[config.mk]
export PLATFORM = sky130hd
export DESIGN_NAME = dct_transpose_buf
export DESIGN_NICKNAME = d
export VERILOG_FILES = /design/src/rtl/dct_pkg.sv /design/src/rtl/dct_tpose_bank.sv /design/src/rtl/dct_transpose_buf.sv
export SDC_FILE = /design/constraint.sdc
export NUM_CORES = 2
export LEC_CHECK = 0
export CORE_MARGIN = 2
export CORE_UTILIZATION = 60
export DETAILED_ROUTE_END_ITERATION = 8
export GPL_TIMING_DRIVEN = 1
export PLACE_DENSITY = 0.87
export SYNTH_ARGS = -nofsm -noshare
export SYNTH_HDL_FRONTEND = slang
export SYNTH_SLANG_ARGS = --single-unit
[constraint.sdc]
create_clock -name clk -period 7.3 [get_ports clk]
set_input_delay 1.46 -clock clk [delete_from_list [all_inputs] [get_ports clk]]
set_output_delay 1.46 -clock clk [all_outputs]
set_load 0.03 [all_outputs]
[src/rtl/dct_pkg.sv]
`default_nettype none
// +---------------------------------------------------------------------------+
// | dct_pkg : shared constants, bank-state encoding and address packing for   |
// |           the 2D DCT transpose path.                                       |
// | Rev 1.0                                                                   |
// +---------------------------------------------------------------------------+
package dct_pkg;

    localparam int DCT_N      = 8;
    localparam int DCT_LOG2N  = 3;
    localparam int DCT_ADDR_W = 2 * DCT_LOG2N;
    localparam int DCT_WORDS  = DCT_N * DCT_N;

    localparam logic [DCT_LOG2N-1:0] DCT_IDX_LAST = DCT_LOG2N'(DCT_N - 1);

    typedef enum logic [1:0] {
        BANK_EMPTY    = 2'd0,
        BANK_FILLING  = 2'd1,
        BANK_FULL     = 2'd2,
        BANK_DRAINING = 2'd3
    } bank_state_e;

    function automatic logic [DCT_ADDR_W-1:0] pack_addr(
        input logic [DCT_LOG2N-1:0] row,
        input logic [DCT_LOG2N-1:0] col
    );
        return {row, col};
    endfunction

endpackage
`default_nettype wire

[src/rtl/dct_tpose_bank.sv]
`default_nettype none
// +---------------------------------------------------------------------------+
// | dct_tpose_bank : 64-word single-write store with a registered, enabled    |
// |                  read port whose output holds while rd_en is low.         |
// | Rev 1.0                                                                   |
// +---------------------------------------------------------------------------+
module dct_tpose_bank
    import dct_pkg::*;
#(
    parameter int DATA_W = 16
) (
    input  logic                  clk,
    input  logic                  reset,
    input  logic                  wr_en,
    input  logic [DCT_ADDR_W-1:0] wr_addr,
    input  logic [DATA_W-1:0]     wr_data,
    input  logic                  rd_en,
    input  logic [DCT_ADDR_W-1:0] rd_addr,
    output logic [DATA_W-1:0]     rd_data
);

    logic [DATA_W-1:0] mem_q [DCT_WORDS];
    logic [DATA_W-1:0] rd_data_q;
    logic [DATA_W-1:0] rd_data_d;

    // Storage is deliberately not reset.
    always_ff @(posedge clk) begin
        if (wr_en) begin
            mem_q[wr_addr] <= wr_data;
        end
    end

    always_comb begin
        rd_data_d = rd_data_q;
        if (rd_en) begin
            rd_data_d = mem_q[rd_addr];
        end
    end

    always_ff @(posedge clk or posedge reset) begin
        if (reset) begin
            rd_data_q <= '0;
        end else begin
            rd_data_q <= rd_data_d;
        end
    end

    assign rd_data = rd_data_q;

endmodule
`default_nettype wire

[src/rtl/dct_transpose_buf.sv]
`default_nettype none
// +---------------------------------------------------------------------------+
// | dct_transpose_buf : ping-pong 8x8 transpose buffer between row and column |
// |                     DCT passes. Optional DCT_TPOSE_CHECK_EN adds the      |
// |                     input-ordering checker driving proto_err.            |
// | Rev 1.0                                                                   |
// +---------------------------------------------------------------------------+
module dct_transpose_buf
    import dct_pkg::*;
#(
    parameter int DATA_W = 16
) (
    input  logic                 clk,
    input  logic                 reset,
    input  logic                 in_valid,
    input  logic [DATA_W-1:0]    in_coef,
    input  logic [DCT_LOG2N-1:0] in_index,
    input  logic                 in_last,
    output logic                 out_valid,
    input  logic                 out_ready,
    output logic [DATA_W-1:0]    out_coef,
    output logic [DCT_LOG2N-1:0] out_index,
    output logic                 out_last,
    output logic                 out_block_last,
    output logic                 overflow,
    output logic                 proto_err
);

    bank_state_e          state_q [2];
    bank_state_e          state_d [2];
    logic                 wr_bank_q, wr_bank_d;
    logic [DCT_LOG2N-1:0] wr_row_q, wr_row_d;
    logic                 rd_bank_q, rd_bank_d;
    logic [DCT_LOG2N-1:0] rd_row_q, rd_row_d;
    logic [DCT_LOG2N-1:0] rd_col_q, rd_col_d;
    logic                 out_valid_q, out_valid_d;
    logic [DCT_LOG2N-1:0] out_index_q, out_index_d;
    logic                 out_last_q, out_last_d;
    logic                 out_block_last_q, out_block_last_d;
    logic                 out_bank_q, out_bank_d;
    logic                 overflow_q, overflow_d;

    logic [1:0]           bank_we;
    logic [1:0]           bank_re;
    logic [DATA_W-1:0]    bank_rdata [2];
    logic                 blk_release;
    logic                 wr_ok;
    logic                 accept;
    logic                 load;
    logic                 issue;

    always_comb begin
        state_d          = state_q;
        wr_bank_d        = wr_bank_q;
        wr_row_d         = wr_row_q;
        rd_bank_d        = rd_bank_q;
        rd_row_d         = rd_row_q;
        rd_col_d         = rd_col_q;
        out_valid_d      = out_valid_q;
        out_index_d      = out_index_q;
        out_last_d       = out_last_q;
        out_block_last_d = out_block_last_q;
        out_bank_d       = out_bank_q;
        overflow_d       = overflow_q;
        bank_we          = '0;
        bank_re          = '0;

        // Read side: the final handshake frees the bank that fed it; the
        // issue pointer has already moved to the other bank by then.
        blk_release = out_valid_q && out_ready && out_block_last_q;
        if (blk_release) begin
            state_d[out_bank_q] = BANK_EMPTY;
        end

        load  = !out_valid_q || out_ready;
        issue = load && (state_q[rd_bank_q] == BANK_FULL ||
                         state_q[rd_bank_q] == BANK_DRAINING);
        if (issue) begin
            bank_re[rd_bank_q] = 1'b1;
            state_d[rd_bank_q] = BANK_DRAINING;
            out_index_d        = rd_row_q;
            out_last_d         = (rd_row_q == DCT_IDX_LAST);
            out_block_last_d   = (rd_row_q == DCT_IDX_LAST) && (rd_col_q == DCT_IDX_LAST);
            out_bank_d         = rd_bank_q;
            rd_row_d           = rd_row_q + 1'b1;
            if (rd_row_q == DCT_IDX_LAST) begin
                rd_col_d = rd_col_q + 1'b1;
                if (rd_col_q == DCT_IDX_LAST) begin
                    rd_bank_d = ~rd_bank_q;
                end
            end
        end
        if (load) begin
            out_valid_d = issue;
        end

        // Write side. A bank released on this edge has already had its last
        // word read out, so the next block's first sample may land in it;
        // this keeps the input at full rate across block boundaries.
        wr_ok  = (state_q[wr_bank_q] == BANK_EMPTY) ||
                 (state_q[wr_bank_q] == BANK_FILLING) ||
                 (blk_release && (out_bank_q == wr_bank_q));
        accept = in_valid && wr_ok;
        if (in_valid && !wr_ok) begin
            overflow_d = 1'b1;
        end
        if (accept) begin
            bank_we[wr_bank_q] = 1'b1;
            state_d[wr_bank_q] = BANK_FILLING;
            if (in_last) begin
                if (wr_row_q == DCT_IDX_LAST) begin
                    state_d[wr_bank_q] = BANK_FULL;
                    wr_row_d           = '0;
                    wr_bank_d          = ~wr_bank_q;
                end else begin
                    wr_row_d = wr_row_q + 1'b1;
                end
            end
        end
    end

    always_ff @(posedge clk or posedge reset) begin
        if (reset) begin
            for (int i = 0; i < 2; i++) begin
                state_q[i] <= BANK_EMPTY;
            end
            wr_bank_q        <= 1'b0;
            wr_row_q         <= '0;
            rd_bank_q        <= 1'b0;
            rd_row_q         <= '0;
            rd_col_q         <= '0;
            out_valid_q      <= 1'b0;
            out_index_q      <= '0;
            out_last_q       <= 1'b0;
            out_block_last_q <= 1'b0;
            out_bank_q       <= 1'b0;
            overflow_q       <= 1'b0;
        end else begin
            state_q          <= state_d;
            wr_bank_q        <= wr_bank_d;
            wr_row_q         <= wr_row_d;
            rd_bank_q        <= rd_bank_d;
            rd_row_q         <= rd_row_d;
            rd_col_q         <= rd_col_d;
            out_valid_q      <= out_valid_d;
            out_index_q      <= out_index_d;
            out_last_q       <= out_last_d;
            out_block_last_q <= out_block_last_d;
            out_bank_q       <= out_bank_d;
            overflow_q       <= overflow_d;
        end
    end

    genvar gi;
    generate
        for (gi = 0; gi < 2; gi++) begin : g_bank
            dct_tpose_bank #(
                .DATA_W (DATA_W)
            ) u_bank (
                .clk     (clk),
                .reset   (reset),
                .wr_en   (bank_we[gi]),
                .wr_addr (pack_addr(wr_row_q, in_index)),
                .wr_data (in_coef),
                .rd_en   (bank_re[gi]),
                .rd_addr (pack_addr(rd_row_q, rd_col_q)),
                .rd_data (bank_rdata[gi])
            );
        end
    endgenerate

    assign out_valid      = out_valid_q;
    assign out_coef       = bank_rdata[out_bank_q];
    assign out_index      = out_index_q;
    assign out_last       = out_last_q;
    assign out_block_last = out_block_last_q;
    assign overflow       = overflow_q;

`ifdef DCT_TPOSE_CHECK_EN
    logic [DCT_LOG2N-1:0] exp_col_q, exp_col_d;
    logic                 proto_err_q, proto_err_d;

    always_comb begin
        exp_col_d   = exp_col_q;
        proto_err_d = proto_err_q;
        if (accept) begin
            if ((in_index != exp_col_q) || (in_last && (in_index != DCT_IDX_LAST))) begin
                proto_err_d = 1'b1;
            end
            exp_col_d = in_last ? '0 : exp_col_q + 1'b1;
        end
    end

    always_ff @(posedge clk or posedge reset) begin
        if (reset) begin
            exp_col_q   <= '0;
            proto_err_q <= 1'b0;
        end else begin
            exp_col_q   <= exp_col_d;
            proto_err_q <= proto_err_d;
        end
    end

    assign proto_err = proto_err_q;
`else
    assign proto_err = 1'b0;
`endif

endmodule
`default_nettype wire

==> out/results.ini <==
[run_status]
status = finished clean

[yosys]
synth_fp_nets = 4074
yosys.area_share.simple_pct = 2.075
yosys.area.top_type = edfxtp_1
synth_edf_count = 2048
async_reset_ff_share_pct = 2.523
ys_seq_area_share_pct = 77.68
syn_area_um2 = 80880
ys_ff_latch = 2101
synth_top_cell_area_share_pct = 76.04
yosysWarnings = 0
synth_area_leaders = edfxtp_1 76%, mux4_2 8.0%, mux2i_1 4.8%, a22oi_1 2.7%, dfrtp_1 1.6%
synthAdderAreaFrac_pct = 0.09282
synth_xor_area_share_pct = 0.03249
synth.distinct_cells = 40
synth_compound_area_share_pct = 4.618
synth_ff_type = edfxtp_1
netlist_instances = 4044
synth.area.mux_share_pct = 14.01
synth_top_family_by_area = multiplexers
syn_avg_cell_area_um2 = 20.00

[setup_path]
crit_path_end_kind = register
critPathBufInv = 1
critPathLaunchType = input port
rr_worst_depth = 6
crit_cells = 7
cp_common_cell = nand2_1
regToRegSetupSlack_ps = 2830
path_cells = clkdlybuf4s50_1 > nand4_1 > nand2_1 > nand2_1 > nor3b_1 > nand2_1 > nor2_1
slowest_delay_ps = 1180
crit_family = simple AND/OR/NAND/NOR gates
slowest_stage = nor2_1
path_max_fanout = 16
critical_path_required_ps = 7720
crit_arrival_ps = 5010
worstSetupPathType = input port to register

[cts]
clock_sinks = 2101
cts_hold_buffers = 0
htree_levels = 4
post_cts_resized = 0
clk_pin_slew_ps = 70
worstSkewPairLatency_ps = 840
clock-root-buffer = clkbuf_16
post_cts_buffers = 0
cts_buffer_depth = 3
cts_buffers = 187
cts_tree = done

[die]
dieHeight_um = 371.2
die_w_um = 371.2
io_pins = 48
core_area_um2 = 133600
die_area_um2 = 137800
row_count = 134
start_util_pct = 60.53

[pwr]
powerDensity_nw_per_um2 = 332.2
leakagePower_uw = 0.02729
p_total_uw = 29760
ir_drop_mv = 0.3146

[detailed_routing]
route.detailed.drc = 0
wl_um = 207100
vias = 43130
routedWlPerCell_um = 33.74
ant_nets = 0
drt-vias-per-instance = 7.027
initialDrtViolationCount = 7255
drt_first_pass_iters = 8

[sta]
hold_viol = 0
skew_ps = 68.04
slew_viol_final = 0
layout_setup_ws_ps = 2709
rsz0062_at_grt = false
tightest_slew_ps = 1383
finalCritPeriodShare_pct = 62.89
max_freq_mhz = 217.8
setup-violations-final = 0
max_slew_margin_pct = 7.451
finalCriticalPeriod_ps = 4591
finalSetupTns_ps = 0

[placed_design]
gp_congestion = 0.8745
dpl_cell_area_um2 = 83840
numPortBuffers = 46
dp.final_hpwl_um = 109000
pre_cts_ws_ps = 2229

[hold_path]
holdCritPathClass = register to register
hold_path_depth = 2

[finish]
stdcell_area_um2 = 89570
layout_commonest_cell = edfxtp_1
mostFrequentLayoutCells = 2,048 x edfxtp_1, 391 x mux2i_1, 288 x a22oi_1
fin_util_pct = 67.03
final_layout_size_suffix_gt1_share_pct = 19.40
n_fill_cell = 7463
area_growth_pct = 10.75
nNetsFinal = 4246

[global_route]
grt_overflow = 0
grt_pass1_vias = 43030
grt_max_degree = 146
antenna_found_initial = 8
grt_usage_pct = 30.35
grt_pass1_wl_um = 299700

[flow_run]
maxCapViolCount = 0

cells in the mapped netlist, types with 2 or more instances:
| cell | instances |
|---|---|
| edfxtp_1 | 2048 |
| mux2i_1 | 391 |
| a22oi_1 | 288 |
| mux4_2 | 287 |
| nand2_1 | 153 |
| nor2_1 | 138 |
| clkbuf_1 | 120 |
| buf_2 | 85 |
| mux2_2 | 85 |
| o211ai_1 | 64 |
| o22ai_1 | 60 |
| a211oi_1 | 59 |
| dfrtp_1 | 53 |
| nand3_1 | 49 |
| o21ai_0 | 39 |
| nor3_1 | 29 |
| buf_6 | 15 |
| buf_4 | 13 |
| buf_1 | 11 |
| a21oi_1 | 7 |
| nor2b_1 | 7 |
| ha_1 | 6 |
| nand2b_1 | 6 |
| inv_1 | 5 |
| nand3b_1 | 3 |
| or2_2 | 3 |
| a21boi_0 | 2 |
| a31oi_1 | 2 |
| and2_1 | 2 |
| nor3b_1 | 2 |
| or3b_2 | 2 |
| xnor2_1 | 2 |
logic make-up after synthesis:
family / Yosys count
XOR/XNOR: 3
other: 1
multiplexers: 763
AND/OR/NAND/NOR: 398
AO/OA/AOI/OAI: 523
adder cells (fa/ha/maj): 6
flip-flops: 2101
buffers and inverters: 249
registers in the layout, summed over array words and instances, names as in the netlist, 2 cells and up:
| register | flops |
|---|---|
| rd_col_q | 3 |
| g_bank.u_bank.rd_data | 32 |
| wr_row_q | 3 |
| state_q | 2 |
| out_index | 3 |
| rd_row_q | 3 |
| g_bank.u_bank.mem_q | 2048 |
power by group:
group	internal (uW)	switching [uW]	leakage [uW]
logic	2210	4530	0.00541
registers	13400	236	0.0191
clock network	4960	4390	0.00280
layer usage:
layer	global-route usage (%)	vias to the layer above	share of wire [%]
met5	0	-	0.040
met4	13.63	12	5.5
met3	8.282	723	14
met2	48.76	3763	48
met1	39.17	21660	32
li1	-	16970	-
path summary, 6_finish.rpt:
check | start | to
max in group asynchronous | reset | rd_col_q[1]
min in group asynchronous | reset | out_last
hold / removal | g_bank[0].u_bank.rd_data[5] | g_bank[0].u_bank.rd_data[5]
setup reg to reg | out_bank_q | g_bank[1].u_bank.mem_q[5][7]
setup / recovery | out_ready | g_bank[1].u_bank.mem_q[5][7]
hold reg to reg | g_bank[0].u_bank.rd_data[5] | g_bank[0].u_bank.rd_data[5]
per-stage QoR:
step | instances | hold slack [ps]
after floorplan | 4044 | 471.2
after global placement | 5794 | 484.4
after detailed placement | 5794 | 484.7
after CTS | 6134 | 512.1
after global routing | 6135 | 535.2
final | 6138 | 512.6
worst min-delay path, delay by kind of cell, from the launching register on:
family          cells  cell delay [ps]
flops               1              350
compound gates      1               80
simple gates        1               50
cell type report:
cell class,count,area [um2],share of cell area [%]
antenna,3,7.507,0.008381
clock buffer,232,4878,5.446
clock inverter,108,822.0,0.9178
inverter,5,18.77,0.02095
multi-input combinational,1694,16910,18.88
sequential,2101,62840,70.15
tap,1768,2212,2.470
timing repair buffer,227,1883,2.102
(Power assumes the default switching activity.)
